## config.mk

```make
export PLATFORM = sky130hd
export DESIGN_NAME = bus_arbiter_nxm_flat
export DESIGN_NICKNAME = d
export VERILOG_FILES = /design/src/rtl/bus_arbiter_nxm_pkg.sv /design/src/rtl/bus_arbiter_nxm_if.sv /design/src/rtl/bus_arbiter_nxm_rr_picker.sv /design/src/rtl/bus_arbiter_nxm.sv /design/src/flat_wrapper.sv
export SDC_FILE = /design/constraint.sdc
export NUM_CORES = 1
export LEC_CHECK = 0
export ABC_AREA = 1
export CORE_MARGIN = 2
export CORE_UTILIZATION = 30
export CTS_BUF_LIST = sky130_fd_sc_hd__clkbuf_16
export DETAILED_ROUTE_END_ITERATION = 10
export GPL_TIMING_DRIVEN = 1
export PLACE_DENSITY = 0.68
export SETUP_SLACK_MARGIN = 0.1
export SLEW_MARGIN = 20
export SYNTH_ARGS = -nofsm -noshare
export SYNTH_HDL_FRONTEND = slang
export SYNTH_SLANG_ARGS = --single-unit
```

## constraint.sdc

```tcl
create_clock -name clk -period 3.8 [get_ports clk]
set_input_delay 0.38 -clock clk [delete_from_list [all_inputs] [get_ports clk]]
set_output_delay 0.38 -clock clk [all_outputs]
set_load 0.005 [all_outputs]
```

## src/rtl/bus_arbiter_nxm_pkg.sv

```systemverilog
// Shared types and helpers for the N x M serial-bus arbiter: FSM states, grant search
// and parameter range checks.
package bus_pkg;

  localparam int MAX_M = 8;

  typedef enum logic [2:0] {
    IDLE    = 3'd0,
    ADDR    = 3'd1,
    CONNECT = 3'd2,
    BUSY    = 3'd3
  } state_t;

  function automatic bit params_ok(input int nm, input int ns, input int saw);
    return (nm >= 2) && (nm <= MAX_M) && (saw >= 1) && (saw <= 8) &&
           (ns >= 1) && (ns <= (1 << saw));
  endfunction

  // Index of the winning request, or -1. Round-robin starts one past ptr and wraps,
  // so the previous owner is considered last.
  function automatic int pick_index(input logic [MAX_M-1:0] req, input int n,
                                    input logic [2:0] ptr, input logic rr);
    int idx;
    int res;
    res = -1;
    for (int k = 0; k < MAX_M; k++) begin
      if ((k < n) && (res < 0)) begin
        idx = rr ? ((int'(ptr) + 1 + k) % n) : k;
        if (req[idx]) res = idx;
      end
    end
    return res;
  endfunction

  function automatic logic [2:0] oh2idx(input logic [MAX_M-1:0] oh);
    logic [2:0] r;
    r = '0;
    for (int k = 0; k < MAX_M; k++) begin
      if (oh[k]) r = r | 3'(k);
    end
    return r;
  endfunction

endpackage

```

## src/rtl/bus_arbiter_nxm_if.sv

```systemverilog
// Master-side and slave-side signal bundle of the arbiter. "master" is the view of the
// port agents (they drive requests and slave responses); "slave" is the arbiter's view.
interface bus_arbiter_nxm_if #(
  parameter int NUM_MASTERS = 2,
  parameter int NUM_SLAVES  = 3
);
  logic [NUM_MASTERS-1:0] m_request, m_addr_valid, m_address, m_data;
  logic [NUM_MASTERS-1:0] m_valid, m_write_en, m_burst;
  logic [NUM_MASTERS-1:0] m_grant, m_data_out, m_ready, m_valid_in, m_error;
  logic [NUM_SLAVES-1:0]  s_data_in, s_ready, s_valid_out, s_split;
  logic [NUM_SLAVES-1:0]  s_sel, s_address, s_data, s_valid, s_write_en, s_burst;

  modport master (
    output m_request, m_addr_valid, m_address, m_data, m_valid, m_write_en, m_burst,
    output s_data_in, s_ready, s_valid_out, s_split,
    input  m_grant, m_data_out, m_ready, m_valid_in, m_error,
    input  s_sel, s_address, s_data, s_valid, s_write_en, s_burst
  );

  modport slave (
    input  m_request, m_addr_valid, m_address, m_data, m_valid, m_write_en, m_burst,
    input  s_data_in, s_ready, s_valid_out, s_split,
    output m_grant, m_data_out, m_ready, m_valid_in, m_error,
    output s_sel, s_address, s_data, s_valid, s_write_en, s_burst
  );
endinterface

```

## src/rtl/bus_arbiter_nxm_rr_picker.sv

```systemverilog
// Request vector + pointer -> one-hot grant; fixed priority (lowest index) when RR=0.
module bus_rr_picker
  import bus_pkg::*;
#(
  parameter int N  = 2,
  parameter bit RR = 1'b1
) (
  input  logic [N-1:0] req_i,
  input  logic [2:0]   ptr_i,
  output logic [N-1:0] gnt_o
);

  logic [MAX_M-1:0] req_pad;
  int               win;

  always_comb begin
    req_pad          = '0;
    req_pad[N-1:0]   = req_i;
    win              = pick_index(req_pad, N, ptr_i, RR);
    gnt_o            = '0;
    for (int k = 0; k < N; k++) begin
      gnt_o[k] = (win == k);
    end
  end

endmodule

```

## src/rtl/bus_arbiter_nxm.sv

```systemverilog
// N-master x M-slave serial-bus arbiter/crossbar: one routed transaction at a time,
// with split parking and resume of the parked owner.
module bus_arbiter_nxm
  import bus_pkg::*;
#(
  parameter int NUM_MASTERS = 2,
  parameter int NUM_SLAVES  = 3,
  parameter int SADDR_W     = 2,
  parameter int RR_EN       = 1
) (
  input  logic             clk,
  input  logic             reset,
  bus_arbiter_nxm_if.slave bus,
  output logic [2:0]       state
);

  localparam int NM    = NUM_MASTERS;
  localparam int NS    = NUM_SLAVES;
  localparam int CNT_W = $clog2(SADDR_W + 1);

  if (!params_ok(NUM_MASTERS, NUM_SLAVES, SADDR_W)) begin : g_param_check
    $error("bus_arbiter_nxm: parameter out of range");
  end

  state_t             state_q;
  logic [NM-1:0]      grant_q, parked_q, err_q;
  logic [NS-1:0]      sel_q;
  logic [SADDR_W-1:0] addr_q, addr_d;
  logic [CNT_W-1:0]   bitcnt_q;
  logic [2:0]         rr_ptr_q;
  logic [SADDR_W-1:0] park_idx_q [NM];

  logic [NM-1:0]      eligible, new_gnt, resume_cand, resume_gnt, split_of_parked;
  logic [NS-1:0]      idx_oh;
  logic [SADDR_W-1:0] resume_idx;
  logic [MAX_M-1:0]   grant_pad;
  logic [2:0]         owner_idx;
  logic               own_req, own_valid, own_addr, last_bit, idx_oob, idx_ready, cur_split;

  assign own_req   = |(bus.m_request & grant_q);
  assign own_valid = |(bus.m_valid & grant_q);
  assign own_addr  = |(bus.m_address & grant_q);
  assign addr_d    = SADDR_W'({addr_q, own_addr});
  assign last_bit  = (bitcnt_q == CNT_W'(SADDR_W - 1));
  assign idx_oob   = (int'(addr_q) >= NS);
  assign idx_ready = |(bus.s_ready & idx_oh);
  assign cur_split = |(bus.s_split & sel_q);
  // The current owner never competes against itself when a split lets someone else in.
  assign eligible  = bus.m_request & bus.m_addr_valid & ~parked_q & ~grant_q;

  always_comb begin
    idx_oh          = '0;
    split_of_parked = '0;
    resume_idx      = '0;
    grant_pad       = '0;
    grant_pad[NM-1:0] = grant_q;
    owner_idx       = oh2idx(grant_pad);
    for (int j = 0; j < NS; j++) begin
      idx_oh[j] = (int'(addr_q) == j);
    end
    for (int i = 0; i < NM; i++) begin
      for (int j = 0; j < NS; j++) begin
        if (int'(park_idx_q[i]) == j) split_of_parked[i] = split_of_parked[i] | bus.s_split[j];
      end
      if (resume_gnt[i]) resume_idx = park_idx_q[i];
    end
  end

  assign resume_cand = parked_q & ~split_of_parked & bus.m_request;

  bus_rr_picker #(.N(NM), .RR(RR_EN != 0)) u_new_pick (
    .req_i (eligible),
    .ptr_i (rr_ptr_q),
    .gnt_o (new_gnt)
  );

  bus_rr_picker #(.N(NM), .RR(1'b0)) u_resume_pick (
    .req_i (resume_cand),
    .ptr_i (3'd0),
    .gnt_o (resume_gnt)
  );

  always_ff @(posedge clk) begin
    if (reset) begin
      state_q  <= IDLE;
      grant_q  <= '0;
      sel_q    <= '0;
      parked_q <= '0;
      addr_q   <= '0;
      bitcnt_q <= '0;
      rr_ptr_q <= '0;
      err_q    <= '0;
    end else begin
      err_q    <= '0;
      // A parked master that withdraws its request simply forgets its parked slot.
      parked_q <= parked_q & bus.m_request;
      case (state_q)
        IDLE: begin
          if (|eligible) begin
            grant_q  <= new_gnt;
            addr_q   <= '0;
            bitcnt_q <= '0;
            state_q  <= ADDR;
          end
        end
        ADDR: begin
          if (!own_req) begin
            grant_q <= '0;
            state_q <= IDLE;
          end else if (own_valid) begin
            addr_q   <= addr_d;
            bitcnt_q <= bitcnt_q + 1'b1;
            if (last_bit) state_q <= CONNECT;
          end
        end
        CONNECT: begin
          if (!own_req) begin
            grant_q <= '0;
            state_q <= IDLE;
          end else if (idx_oob) begin
            err_q   <= grant_q;
            grant_q <= '0;
            state_q <= IDLE;
          end else if (idx_ready) begin
            sel_q   <= idx_oh;
            state_q <= BUSY;
          end
        end
        BUSY: begin
          if (!own_req) begin
            rr_ptr_q <= owner_idx;
            sel_q    <= '0;
            if (|resume_gnt) begin
              grant_q  <= resume_gnt;
              parked_q <= parked_q & bus.m_request & ~resume_gnt;
              addr_q   <= resume_idx;
              state_q  <= CONNECT;
            end else begin
              grant_q <= '0;
              state_q <= IDLE;
            end
          end else if (cur_split && (|eligible)) begin
            parked_q <= (parked_q | grant_q) & bus.m_request;
            for (int i = 0; i < NM; i++) begin
              if (grant_q[i]) park_idx_q[i] <= addr_q;
            end
            sel_q    <= '0;
            grant_q  <= new_gnt;
            addr_q   <= '0;
            bitcnt_q <= '0;
            state_q  <= ADDR;
          end
        end
        default: state_q <= IDLE;
      endcase
    end
  end

  logic busy;
  assign busy  = (state_q == BUSY);
  assign state = state_q;

  // Pure combinational crossbar: grant_q picks the master, sel_q picks the slave.
  assign bus.m_grant    = grant_q;
  assign bus.m_error    = err_q;
  assign bus.m_data_out = grant_q & {NM{|(bus.s_data_in & sel_q)}};
  assign bus.m_ready    = grant_q & {NM{|(bus.s_ready & sel_q)}};
  assign bus.m_valid_in = grant_q & {NM{|(bus.s_valid_out & sel_q)}};

  assign bus.s_sel      = sel_q;
  assign bus.s_address  = sel_q & {NS{own_addr}};
  assign bus.s_data     = sel_q & {NS{|(bus.m_data & grant_q)}};
  assign bus.s_valid    = sel_q & {NS{own_valid & busy}};
  assign bus.s_write_en = sel_q & {NS{|(bus.m_write_en & grant_q)}};
  assign bus.s_burst    = sel_q & {NS{|(bus.m_burst & grant_q)}};

endmodule

```

## src/flat_wrapper.sv

```systemverilog
// flat-port wrapper written by rule: the top's interface ports become plain ports
module bus_arbiter_nxm_flat import bus_pkg::*;
#(
  parameter int NUM_MASTERS = 2,
  parameter int NUM_SLAVES  = 3,
  parameter int SADDR_W     = 2,
  parameter int RR_EN       = 1
)
  (clk, reset, state, bus_m_request, bus_m_addr_valid, bus_m_address, bus_m_data, bus_m_valid, bus_m_write_en, bus_m_burst, bus_s_data_in, bus_s_ready, bus_s_valid_out, bus_s_split, bus_m_grant, bus_m_data_out, bus_m_ready, bus_m_valid_in, bus_m_error, bus_s_sel, bus_s_address, bus_s_data, bus_s_valid, bus_s_write_en, bus_s_burst);
  bus_arbiter_nxm_if #(.NUM_MASTERS(NUM_MASTERS), .NUM_SLAVES(NUM_SLAVES)) bus_i ();
  input  logic clk;
  input  logic reset;
  output logic [2:0] state;
  input wire logic [$bits(bus_i.m_request)-1:0] bus_m_request;
  input wire logic [$bits(bus_i.m_addr_valid)-1:0] bus_m_addr_valid;
  input wire logic [$bits(bus_i.m_address)-1:0] bus_m_address;
  input wire logic [$bits(bus_i.m_data)-1:0] bus_m_data;
  input wire logic [$bits(bus_i.m_valid)-1:0] bus_m_valid;
  input wire logic [$bits(bus_i.m_write_en)-1:0] bus_m_write_en;
  input wire logic [$bits(bus_i.m_burst)-1:0] bus_m_burst;
  input wire logic [$bits(bus_i.s_data_in)-1:0] bus_s_data_in;
  input wire logic [$bits(bus_i.s_ready)-1:0] bus_s_ready;
  input wire logic [$bits(bus_i.s_valid_out)-1:0] bus_s_valid_out;
  input wire logic [$bits(bus_i.s_split)-1:0] bus_s_split;
  output wire logic [$bits(bus_i.m_grant)-1:0] bus_m_grant;
  output wire logic [$bits(bus_i.m_data_out)-1:0] bus_m_data_out;
  output wire logic [$bits(bus_i.m_ready)-1:0] bus_m_ready;
  output wire logic [$bits(bus_i.m_valid_in)-1:0] bus_m_valid_in;
  output wire logic [$bits(bus_i.m_error)-1:0] bus_m_error;
  output wire logic [$bits(bus_i.s_sel)-1:0] bus_s_sel;
  output wire logic [$bits(bus_i.s_address)-1:0] bus_s_address;
  output wire logic [$bits(bus_i.s_data)-1:0] bus_s_data;
  output wire logic [$bits(bus_i.s_valid)-1:0] bus_s_valid;
  output wire logic [$bits(bus_i.s_write_en)-1:0] bus_s_write_en;
  output wire logic [$bits(bus_i.s_burst)-1:0] bus_s_burst;
  assign bus_i.m_request = bus_m_request;
  assign bus_i.m_addr_valid = bus_m_addr_valid;
  assign bus_i.m_address = bus_m_address;
  assign bus_i.m_data = bus_m_data;
  assign bus_i.m_valid = bus_m_valid;
  assign bus_i.m_write_en = bus_m_write_en;
  assign bus_i.m_burst = bus_m_burst;
  assign bus_i.s_data_in = bus_s_data_in;
  assign bus_i.s_ready = bus_s_ready;
  assign bus_i.s_valid_out = bus_s_valid_out;
  assign bus_i.s_split = bus_s_split;
  assign bus_m_grant = bus_i.m_grant;
  assign bus_m_data_out = bus_i.m_data_out;
  assign bus_m_ready = bus_i.m_ready;
  assign bus_m_valid_in = bus_i.m_valid_in;
  assign bus_m_error = bus_i.m_error;
  assign bus_s_sel = bus_i.s_sel;
  assign bus_s_address = bus_i.s_address;
  assign bus_s_data = bus_i.s_data;
  assign bus_s_valid = bus_i.s_valid;
  assign bus_s_write_en = bus_i.s_write_en;
  assign bus_s_burst = bus_i.s_burst;
  bus_arbiter_nxm #(.NUM_MASTERS(NUM_MASTERS), .NUM_SLAVES(NUM_SLAVES), .SADDR_W(SADDR_W), .RR_EN(RR_EN)) u_core (.clk(clk), .reset(reset), .bus(bus_i), .state(state));
endmodule
```

==> out/results.tsv <==
stage	metric	value	unit
routing	routed_wl	4.41	mm
timing	setup_viol	0	
setup_path	worstPathRequired	3.42	ns
clocking	ctsHoldBuffers	0	
place	postPlaceCellArea	2170	sq um
global_routing	track_usage	16.2	%
timing	period_share	59.2	%
timing	fmax	445	MHz
global_routing	grt_pass1_vias	1598	
floorplan	num_io_pins	59	
clocking	clock_latency	0.25	ns
clocking	postCtsSetupRepairBufs	0	
final_layout	diodes	0	
synthesis	synth_compound_area_share	9.90	%
clocking	numCtsBuffers	3	
final_layout	n_fill_cell	517	
clocking	cts_sinks	20	
clocking	cts_tree	done	
job	drv_cap	0	
setup_path	path_class	reg2out	
timing	drv_slew	0	
floorplan	die_x	75.7	um
routing	wl_per_cell	11.7	um
routing	viasPerCell	4.65	
routing	drt_iter0_drc	113	
global_routing	overflow	0	
setup_path	cp_max_fo	13	
clocking	clockBufferDepth	2	
place	dp_hpwl	3.50	mm
clocking	post_cts_resized	0	
power	leakage	1.01	nW
place	placed_cells	374	
final_layout	final_cells	378	
final_layout	area_growth	46.1	%
final_layout	nets	338	
routing	detail_route.drc_violations	0	
setup_path	critPathCaptureType	output pin	
clocking	cts-root-buf	clkbuf_16	
synthesis	synth_most_common_cell	nand2_1	
final_layout	layout-drive-gt1-share	8.44	%
global_routing	antenna_found_initial	0	
floorplan	initial_core_util	30.6	%
synthesis	synth_top_family_by_area	simple AND/OR/NAND/NOR gates	
routing	firstDrtPassIters	4	
clocking	clk_pin_slew	0.05	ns
synthesis	avgSynthCellArea	6.14	sq um
synthesis	synth-xor-area-share	0	%
synthesis	ys_warn_count	0	
synthesis	synth_edf_count	4	
timing	worst_pin_slew	0.522	ns
synthesis	synthTopCellsByArea	dfxtp_1 (21%), nand2_1 (15%), nor2_1 (10%), inv_1 (10%), nand3_1 (8.1%)	
setup_path	r2r.worst_path.cells	9	
timing	rsz0062_at_grt	no	
synthesis	synthMuxAreaShare	0	%
setup_path	worstPathArrival	1.87	ns
synthesis	syn-instance-count	251	
floorplan	dieArea	5730	sq um
power	p_per_area	494	nW/um^2
synthesis	synth_adder_area_share	0.812	%
synthesis	synth.distinct_cells	29	
place	io_buffers	57	
floorplan	core	5040	sq um
synthesis	synth_top_area_share	20.8	%
floorplan	rows	26	
synthesis	yosys.area.top_type	dfxtp_1	
routing	ant_nets	0	
timing	clock_skew	0.00217	ns
hold_path	holdPathStages	2	
setup_path	cp-start-kind	flip-flop	
synthesis	yosys.area_share.simple	48.3	%
timing	setup_tns	0	ns
power	vdd_drop_max	252	uV
synthesis	synthTopCellsByCount	nand2_1 (62), nor2_1 (42), inv_1 (41)	
hold_path	hold_path.class	reg2reg	
final_layout	fin_area	2250	sq um
clocking	htreeDepth	1	
timing	hold_viol	0	
synthesis	ys.flop_type	dfxtp_1	
place	gp_congestion	0.905	
timing	fin_crit	2.25	ns
synthesis	synth_nets	280	
synthesis	yosys_register_bits	20	
routing	vias	1756	
timing	relSlewSlack	65.2	%
global_routing	grt_pass1_wl	7.09	mm
status	status	finished, final reports clean	
synthesis	async_flop_share	0	%
synthesis	netlist_area	1540	sq um
floorplan	die_h	75.7	um
global_routing	grt_max_degree	14	
synthesis	ys_seq_area_share	28.6	%
-- power by group --
group          internal (W)  switching [W]  leakage [nW]
logic              0.000228       0.000330         0.812
clock network      0.000140      0.0000784        0.0385
registers          0.000253      0.0000839         0.159
total              0.000622       0.000492          1.01
-- layer usage --
metal / routed length (um) / GRT usage (%)
met5: 0 / 0
met4: 99 / 7.02
met3: 360 / 2.91
met2: 2070 / 25.8
met1: 1880 / 21.5
-- cells by family after synthesis --
kind of cell | after synthesis
and+or+nand+nor | 156
adders and majority gates | 1
DFF | 20
AOI/OAI and AO/OA | 26
buffers and inverters | 47
other | 1
-- placed cells by master (no fill, tap or decap), drive strengths merged --
cell and n:
o21ai 10, inv 43, a21oi 11, o21bai 1, a31oi 1, nor2 50
and3 2, nand4 2, ha 1, clkdlybuf4s50 57, nand2 69, clkbuf 3
nand3 28, nor3 4, a22o 3, nand3b 1, dfxtp 16, clkinv 1
conb 1, edfxtp 4
-- worst max-delay path, cell delays in order (launching register included) --
cell and delay (ns):
dfxtp_1 0.64, nand2_1 0.09, nand2_1 0.15, nand2_1 0.11, nor2_1 0.11, clkdlybuf4s50_1 0.51
-- through the flow --
stage	hold WS (ns)	worst slack, ns	power, W	utilization [%]
global placement	0.471	1.71	0.000890	43.1
global route	0.506	1.41	0.00122	44.7
finish	0.487	1.55	0.00111	44.7
CTS	0.492	1.56	0.00112	44.7
detailed placement	0.479	1.67	0.000894	43.1
floorplan	0.442	2.40	0.000695	-
-- cell type report --
cell class / instances / area, sq um / share of cell area (%)
Multi-Input combinational cell: 184 / 913 / 40.6
Timing Repair Buffer: 57 / 571 / 25.3
Sequential cell: 20 / 440 / 19.6
Inverter: 43 / 161 / 7.17
Tap cell: 70 / 87.6 / 3.89
Clock buffer: 3 / 75.1 / 3.33
Clock inverter: 1 / 3.75 / 0.167
-- flip-flops by register name, indices dropped and copies added, names as in the netlist --
signal / cells
u_core.state: 2
u_core.rr_ptr_q: 1
u_core.bus.m_error: 2
u_core.addr_q: 2
u_core.bitcnt_q: 2
u_core.parked_q: 2
u_core.bus.m_grant: 2
u_core.bus.s_sel: 3
u_core.park_idx_q: 4
-- final timing paths --
kind	startpoint	to	slack [ns]
setup reg to reg	u_core.bus.m_grant[0]	u_core.bus.s_sel[2]	1.90
hold / removal	u_core.bitcnt_q[1]	u_core.bitcnt_q[1]	0.49
setup / recovery	u_core.bus.m_grant[0]	bus_s_valid[0]	1.55
hold reg to reg	u_core.bitcnt_q[1]	u_core.bitcnt_q[1]	0.49
Power figures use the tool's default switching activity.
